**src/rtl/i2s_pkg.sv**
```systemverilog
// Shared constants for the I2S transmitter slice.
package i2s_pkg;

    // MODE parameter values.
    localparam int MODE_I2S = 0;  // lr leads the MSB by one bit-clock
    localparam int MODE_LJ  = 1;  // lr changes together with the MSB

endpackage

```
**src/rtl/i2s_timing.sv**
```systemverilog
// Bit-clock generator and frame position counters.
// b/s hold the position that the next fall presents, so that when fall
// is high they name the position being put on the wire at that edge.
module i2s_timing #(
    parameter int DIV = 16,
    parameter int SW  = 16
) (
    input  logic                  clock,
    input  logic                  reset,
    output logic                  ck,
    output logic                  fall,
    output logic [$clog2(SW)-1:0] b,
    output logic                  s
);

    localparam int CW = $clog2(DIV);
    localparam int BW = $clog2(SW);

    logic [CW-1:0] cnt;
    logic          tick;

    assign tick = (cnt == CW'(DIV - 1));
    // The fall strobe is high on the clock whose edge takes ck from 1 to 0.
    assign fall = tick & ck;

    // Divider: toggle ck every DIV clocks.
    always_ff @(posedge clock or negedge reset) begin
        if (!reset) begin
            cnt <= '0;
            ck  <= 1'b0;
        end else if (tick) begin
            cnt <= '0;
            ck  <= ~ck;
        end else begin
            cnt <= cnt + 1'b1;
        end
    end

    // Position counters: advance b on each fall, flip slot when b wraps.
    always_ff @(posedge clock or negedge reset) begin
        if (!reset) begin
            b <= '0;
            s <= 1'b0;
        end else if (fall) begin
            if (b == BW'(SW - 1)) begin
                b <= '0;
                s <= ~s;
            end else begin
                b <= b + 1'b1;
            end
        end
    end

endmodule

```
**src/rtl/i2s_tx.sv**
```systemverilog
// I2S / left-justified serial transmitter: sample handshake, holding and
// frame registers, and the MSB-first output shifter.
module i2s_tx
    import i2s_pkg::*;
#(
    parameter int DW   = 16,
    parameter int SW   = 16,
    parameter int DIV  = 16,
    parameter int MODE = MODE_I2S
) (
    input  logic          clock,
    input  logic          reset,
    input  logic [DW-1:0] l,
    input  logic [DW-1:0] r,
    input  logic          valid,
    output logic          ready,
    output logic          ck,
    output logic          lr,
    output logic          d,
    output logic          underrun
);

    localparam int BW = $clog2(SW);

    logic          fall;
    logic          s;
    logic [BW-1:0] b;
    logic          frame_start;
    logic          hs;
    logic          hold_full;
    logic [DW-1:0] hold_l;
    logic [DW-1:0] hold_r;
    logic [DW-1:0] frame_l;
    logic [DW-1:0] frame_r;
    logic [DW-1:0] slot_word;
    logic [SW-1:0] padded;
    logic [SW-1:0] sh;

    i2s_timing #(
        .DIV (DIV),
        .SW  (SW)
    ) u_timing (
        .clock (clock),
        .reset (reset),
        .ck    (ck),
        .fall  (fall),
        .b     (b),
        .s     (s)
    );

    // valid/ready: a pair transfers on every rising edge where valid and
    // ready are both high; l/r are sampled only on that edge, valid may rise
    // independently of ready, and ready means "holding register empty".
    assign ready       = ~hold_full;
    assign hs          = valid & ready;
    assign frame_start = fall & ~s & (b == '0);

    // Select the word that starts a slot; a frame start uses the pair that
    // the frame register is about to take.
    always_comb begin
        slot_word = s ? frame_r : frame_l;
        if (frame_start) begin
            if (hold_full) begin
                slot_word = hold_l;
            end else if (hs) begin
                slot_word = l;
            end else begin
                slot_word = frame_l;
            end
        end
        padded             = '0;
        padded[SW-1 -: DW] = slot_word;
    end

    // Holding and frame registers, plus the underrun pulse.
    always_ff @(posedge clock or negedge reset) begin
        if (!reset) begin
            hold_l    <= '0;
            hold_r    <= '0;
            hold_full <= 1'b0;
            frame_l   <= '0;
            frame_r   <= '0;
            underrun  <= 1'b0;
        end else begin
            underrun <= 1'b0;
            if (frame_start) begin
                if (hold_full) begin
                    frame_l   <= hold_l;
                    frame_r   <= hold_r;
                    hold_full <= 1'b0;
                end else if (hs) begin
                    // Pair offered exactly at frame start goes straight out.
                    frame_l <= l;
                    frame_r <= r;
                end else begin
                    // Nothing new: the frame register repeats the last pair.
                    underrun <= 1'b1;
                end
            end else if (hs) begin
                hold_l    <= l;
                hold_r    <= r;
                hold_full <= 1'b1;
            end
        end
    end

    // Output shifter and word select, updated only on falls.
    always_ff @(posedge clock or negedge reset) begin
        if (!reset) begin
            sh <= '0;
            d  <= 1'b0;
            lr <= (MODE == MODE_I2S);
        end else if (fall) begin
            if (b == '0) begin
                d  <= padded[SW-1];
                sh <= {padded[SW-2:0], 1'b0};
            end else begin
                d  <= sh[SW-1];
                sh <= {sh[SW-2:0], 1'b0};
            end
            if (MODE == MODE_LJ) begin
                lr <= s;
            end else begin
                lr <= (b == BW'(SW - 1)) ? ~s : s;
            end
        end
    end

endmodule

```
**config.mk**
```make
export PLATFORM = sky130hd
export DESIGN_NAME = i2s_tx
export DESIGN_NICKNAME = d
export VERILOG_FILES = /design/src/rtl/i2s_pkg.sv /design/src/rtl/i2s_timing.sv /design/src/rtl/i2s_tx.sv
export SDC_FILE = /design/constraint.sdc
export NUM_CORES = 1
export LEC_CHECK = 0
export BUFFER_PORTS_ARGS = -buffer_cell sky130_fd_sc_hd__buf_4
export CAP_MARGIN = 15
export CELL_PAD_IN_SITES_DETAIL_PLACEMENT = 1
export CELL_PAD_IN_SITES_GLOBAL_PLACEMENT = 1
export CORE_MARGIN = 1
export CORE_UTILIZATION = 46
export CTS_BUF_LIST = sky130_fd_sc_hd__clkbuf_2
export CTS_CLUSTER_DIAMETER = 100
export DETAILED_ROUTE_END_ITERATION = 7
export PLACE_DENSITY = 0.75
export SLEW_MARGIN = 5
export SYNTH_ARGS = -nofsm -noshare
export SYNTH_HDL_FRONTEND = slang
export SYNTH_SLANG_ARGS = --single-unit
```
**constraint.sdc**
```tcl
create_clock -name clock -period 2.1 [get_ports clock]
set_input_delay 0.105 -clock clock [delete_from_list [all_inputs] [get_ports clock]]
set_output_delay 0.105 -clock clock [all_outputs]
set_load 0.05 [all_outputs]
```
==> flow_summary.yaml <==
pwr:
  power.total_mw: 3.52
  ir_drop_uv: 391
  p_leak_nw: 2.47
  pwr_density_cell_nw_per_um2: 623
setup_path:
  cp_slowest_cell: "or4_4"
  crit_buf_inv: 1
  endpoint_kind: "flop"
  critical_path.cell_chain: "inv_2 > ha_4 > or3b_4 > or4_4 > mux2_4"
  crit_path_start_kind: "flop"
  cpPeakStageDelay_ns: 0.62
  worstReg2RegStart: "u_timing.b[1]$_DFFE_PN0P_"
  r2r_setup_slack_ns: 0.007
  arrival_ns: 2.59
  worstSetupPathType: "reg -> reg"
  crit_path_start: "u_timing.b[1]$_DFFE_PN0P_"
  required_ns: 2.59
  critical_path.top_delay_family: "simple AND/OR/NAND/NOR gates"
  cp_max_fo: 8
layout:
  area_growth_pct: 21.7
  antenna_cells: 0
  fin_cells: 594
  final_common_cell: "mux2_2"
  final_cell_mix: "mux2_2 (94), dfrtp_1 (92), buf_4 (62)"
  finalNetCount: 494
  drive_gt1_share_pct: 44.9
  final_cell_area_um2: 5650
  utilization_pct: 57.8
synthesis:
  yosysWarnings: 0
  syn_nets: 411
  avgSynthCellArea_um2: 12.4
  synth_edf_count: 0
  syn_area_um2: 4640
  yosysUniqueCellTypes: 36
  synth_seq_area_share_pct: 50.2
  synth-seq-cells: 93
  synthArstFlopShare_pct: 100
  ys.flop_type: "dfrtp_1"
  synthCells: 373
sta:
  skew_ns: 0.0257
  setup_violations: 0
  timing.slew.headroom_pct: 53.7
  hold_viol_final: 0
  grt_setup_unrepaired: "true"
  tightest_slew_ns: 0.695
  finalCriticalPeriod_ns: 2.09
  hold_ws_ns: 0.0977
  max_freq_mhz: 478
  min_period_over_period_pct: 99.7
  maxSlewViolCount: 0
global_routing:
  antenna_found_initial: 0
  grt_start_max_net_pins: 53
  grt_util_all_layers_pct: 23.3
  overflow: 0
  grt_pass1_vias: 3605
  grt_first_pass_wirelength_um: 18400
status:
  status: "finished, final reports clean"
floorplan:
  die_h_um: 102
  dieArea_um2: 10500
  die_x_um: 102
  rows: 36
  start_util_pct: 47.5
  ios: 40
  fp.coreArea_um2: 9770
run:
  max-cap-violations: 0
clock_tree:
  clk_pin_slew_worst_paths_ns: 0.28
  clock_latency_ns: 0.56
  cts_tree: "done"
  cts_root_buf: "clkbuf_2"
  cts_max_level: 3
  cts_num_sinks: 93
  cts_max_path_buffers: 2
  cts_buffers: 9
detailed_routing:
  drt_iter0_drc: 126
  drc_errors: 0
  ant_nets: 0
  wl_per_cell_um: 18.5
  avgViaCountPerCell: 5.45
  vias: 3235
  drt-total-wl_um: 11000
  dr.pass1.iters: 4
placement:
  placed_cells: 541
  port_buffers: 39
  hpwl_um: 7270
  place_area_um2: 5160
  gp_congestion: 0.810
min_path:
  hp-class: "in -> async"
## area by class of cell
class / instances / area (µm²)
Fill cell: 1035 / 4130
Sequential cell: 93 / 2330
Multi-Input combinational cell: 247 / 2170
Timing Repair Buffer: 99 / 857
Tap cell: 133 / 166
Clock inverter: 7 / 57.6
Clock buffer: 9 / 45.0
Inverter: 6 / 22.5
## cells by family (layout without fill, tap and decap cells)
| family | Yosys count | after routing | synth area share [%] |
|---|---|---|---|
| muxes | 112 | 112 | 27.9 |
| DFF | 93 | 93 | 50.2 |
| and+or+nand+nor | 67 | 68 | 8.74 |
| AOI/OAI and AO/OA | 59 | 59 | 7.82 |
| buffers and inverters | 34 | 121 | 3.59 |
| xor gates and xnor gates | 5 | 5 | 0.944 |
| adders and majority gates | 3 | 3 | 0.809 |
## Yosys cell counts, types with 2 or more instances
| cell type | count | area, µm² |
|---|---|---|
| a21oi_1 | 32 | 160 |
| buf_1 | 3 | 11.3 |
| buf_2 | 6 | 30.0 |
| buf_6 | 2 | 22.5 |
| clkbuf_1 | 16 | 60.1 |
| dfrtp_1 | 92 | 2300 |
| ha_1 | 3 | 37.5 |
| inv_1 | 5 | 18.8 |
| mux2_1 | 6 | 67.6 |
| mux2_2 | 94 | 1060 |
| mux2_4 | 10 | 150 |
| mux2i_1 | 2 | 20.0 |
| nand2_1 | 6 | 22.5 |
| nand2b_1 | 16 | 100 |
| nand3_1 | 3 | 15.0 |
| nand4_1 | 2 | 12.5 |
| nor2_1 | 17 | 63.8 |
| o2111ai_1 | 15 | 131 |
| o21ai_0 | 8 | 40.0 |
| o31ai_1 | 2 | 15.0 |
| or3b_2 | 15 | 131 |
| xnor2_1 | 2 | 17.5 |
| xor2_1 | 3 | 26.3 |
## worst reg2reg max path, stage by stage (launching register included)
cell	delay (ns)
dfrtp_1	0.46
inv_2	0.08
ha_4	0.12
or3b_4	0.42
or4_4	0.62
mux2_4	0.34
## power breakdown
group / internal (mW) / switching, mW
logic: 0.366 / 0.198
clock network: 0.181 / 0.667
registers: 1.99 / 0.116
## per-stage QoR
stage          setup slack (ns)  setup TNS (ns)
6_report                0.00694               0
5_1_grt                 -0.0158         -0.0549
4_1_cts                 -0.0111         -0.0613
3_5_place_dp            -0.0122         -0.0651
3_3_place_gp             0.0566               0
2_1_floorplan           -0.0850          -0.875
## flip-flops by register name (all words and copies together), names as in the netlist
name          cells
sh               15
u_timing.ck       1
u_timing.cnt      4
d                 1
lr                1
u_timing.b        4
hold_r           16
underrun          1
frame_l          16
frame_r          16
hold_l           16
u_timing.s        1
hold_full         1
## metal layers
| layer | vias up | share of wire (%) | track usage (%) | wire (µm) |
|---|---|---|---|---|
| met5 | - | 0 | 0 | 0 |
| met4 | 0 | 1.1 | 7.03 | 119 |
| met3 | 12 | 2.7 | 4.10 | 292 |
| met2 | 46 | 51 | 39.8 | 5640 |
| met1 | 1661 | 45 | 30.0 | 4930 |
| li1 | 1516 | - | - | - |
## final timing paths
check	depth (start not counted)	to
worst max register to register	5	frame_r[10]$_DFFE_PN0P_
min in group clock	3	hold_r[4]$_DFFE_PN0P_
worst min register to register	2	lr$_DFFE_PN1P_
worst max-delay path	5	frame_r[10]$_DFFE_PN0P_
worst min-delay path	2	u_timing.b[1]$_DFFE_PN0P_
max in group asynchronous	3	sh[3]$_DFFE_PN0P_
## timing repair
| action | CTS | global route |
|---|---|---|
| setup endpoints to repair | 11 | 11 |
| resized for setup | 6 | 1 |
| endpoints found under the hold margin | 126 | 0 |
| gates cloned | 1 | 0 |
| buffers inserted | 1 | 1 |
| hold buffers | 34 | 0 |
| pin swaps | 1 | 2 |
Power figures use the tool's default switching activity.
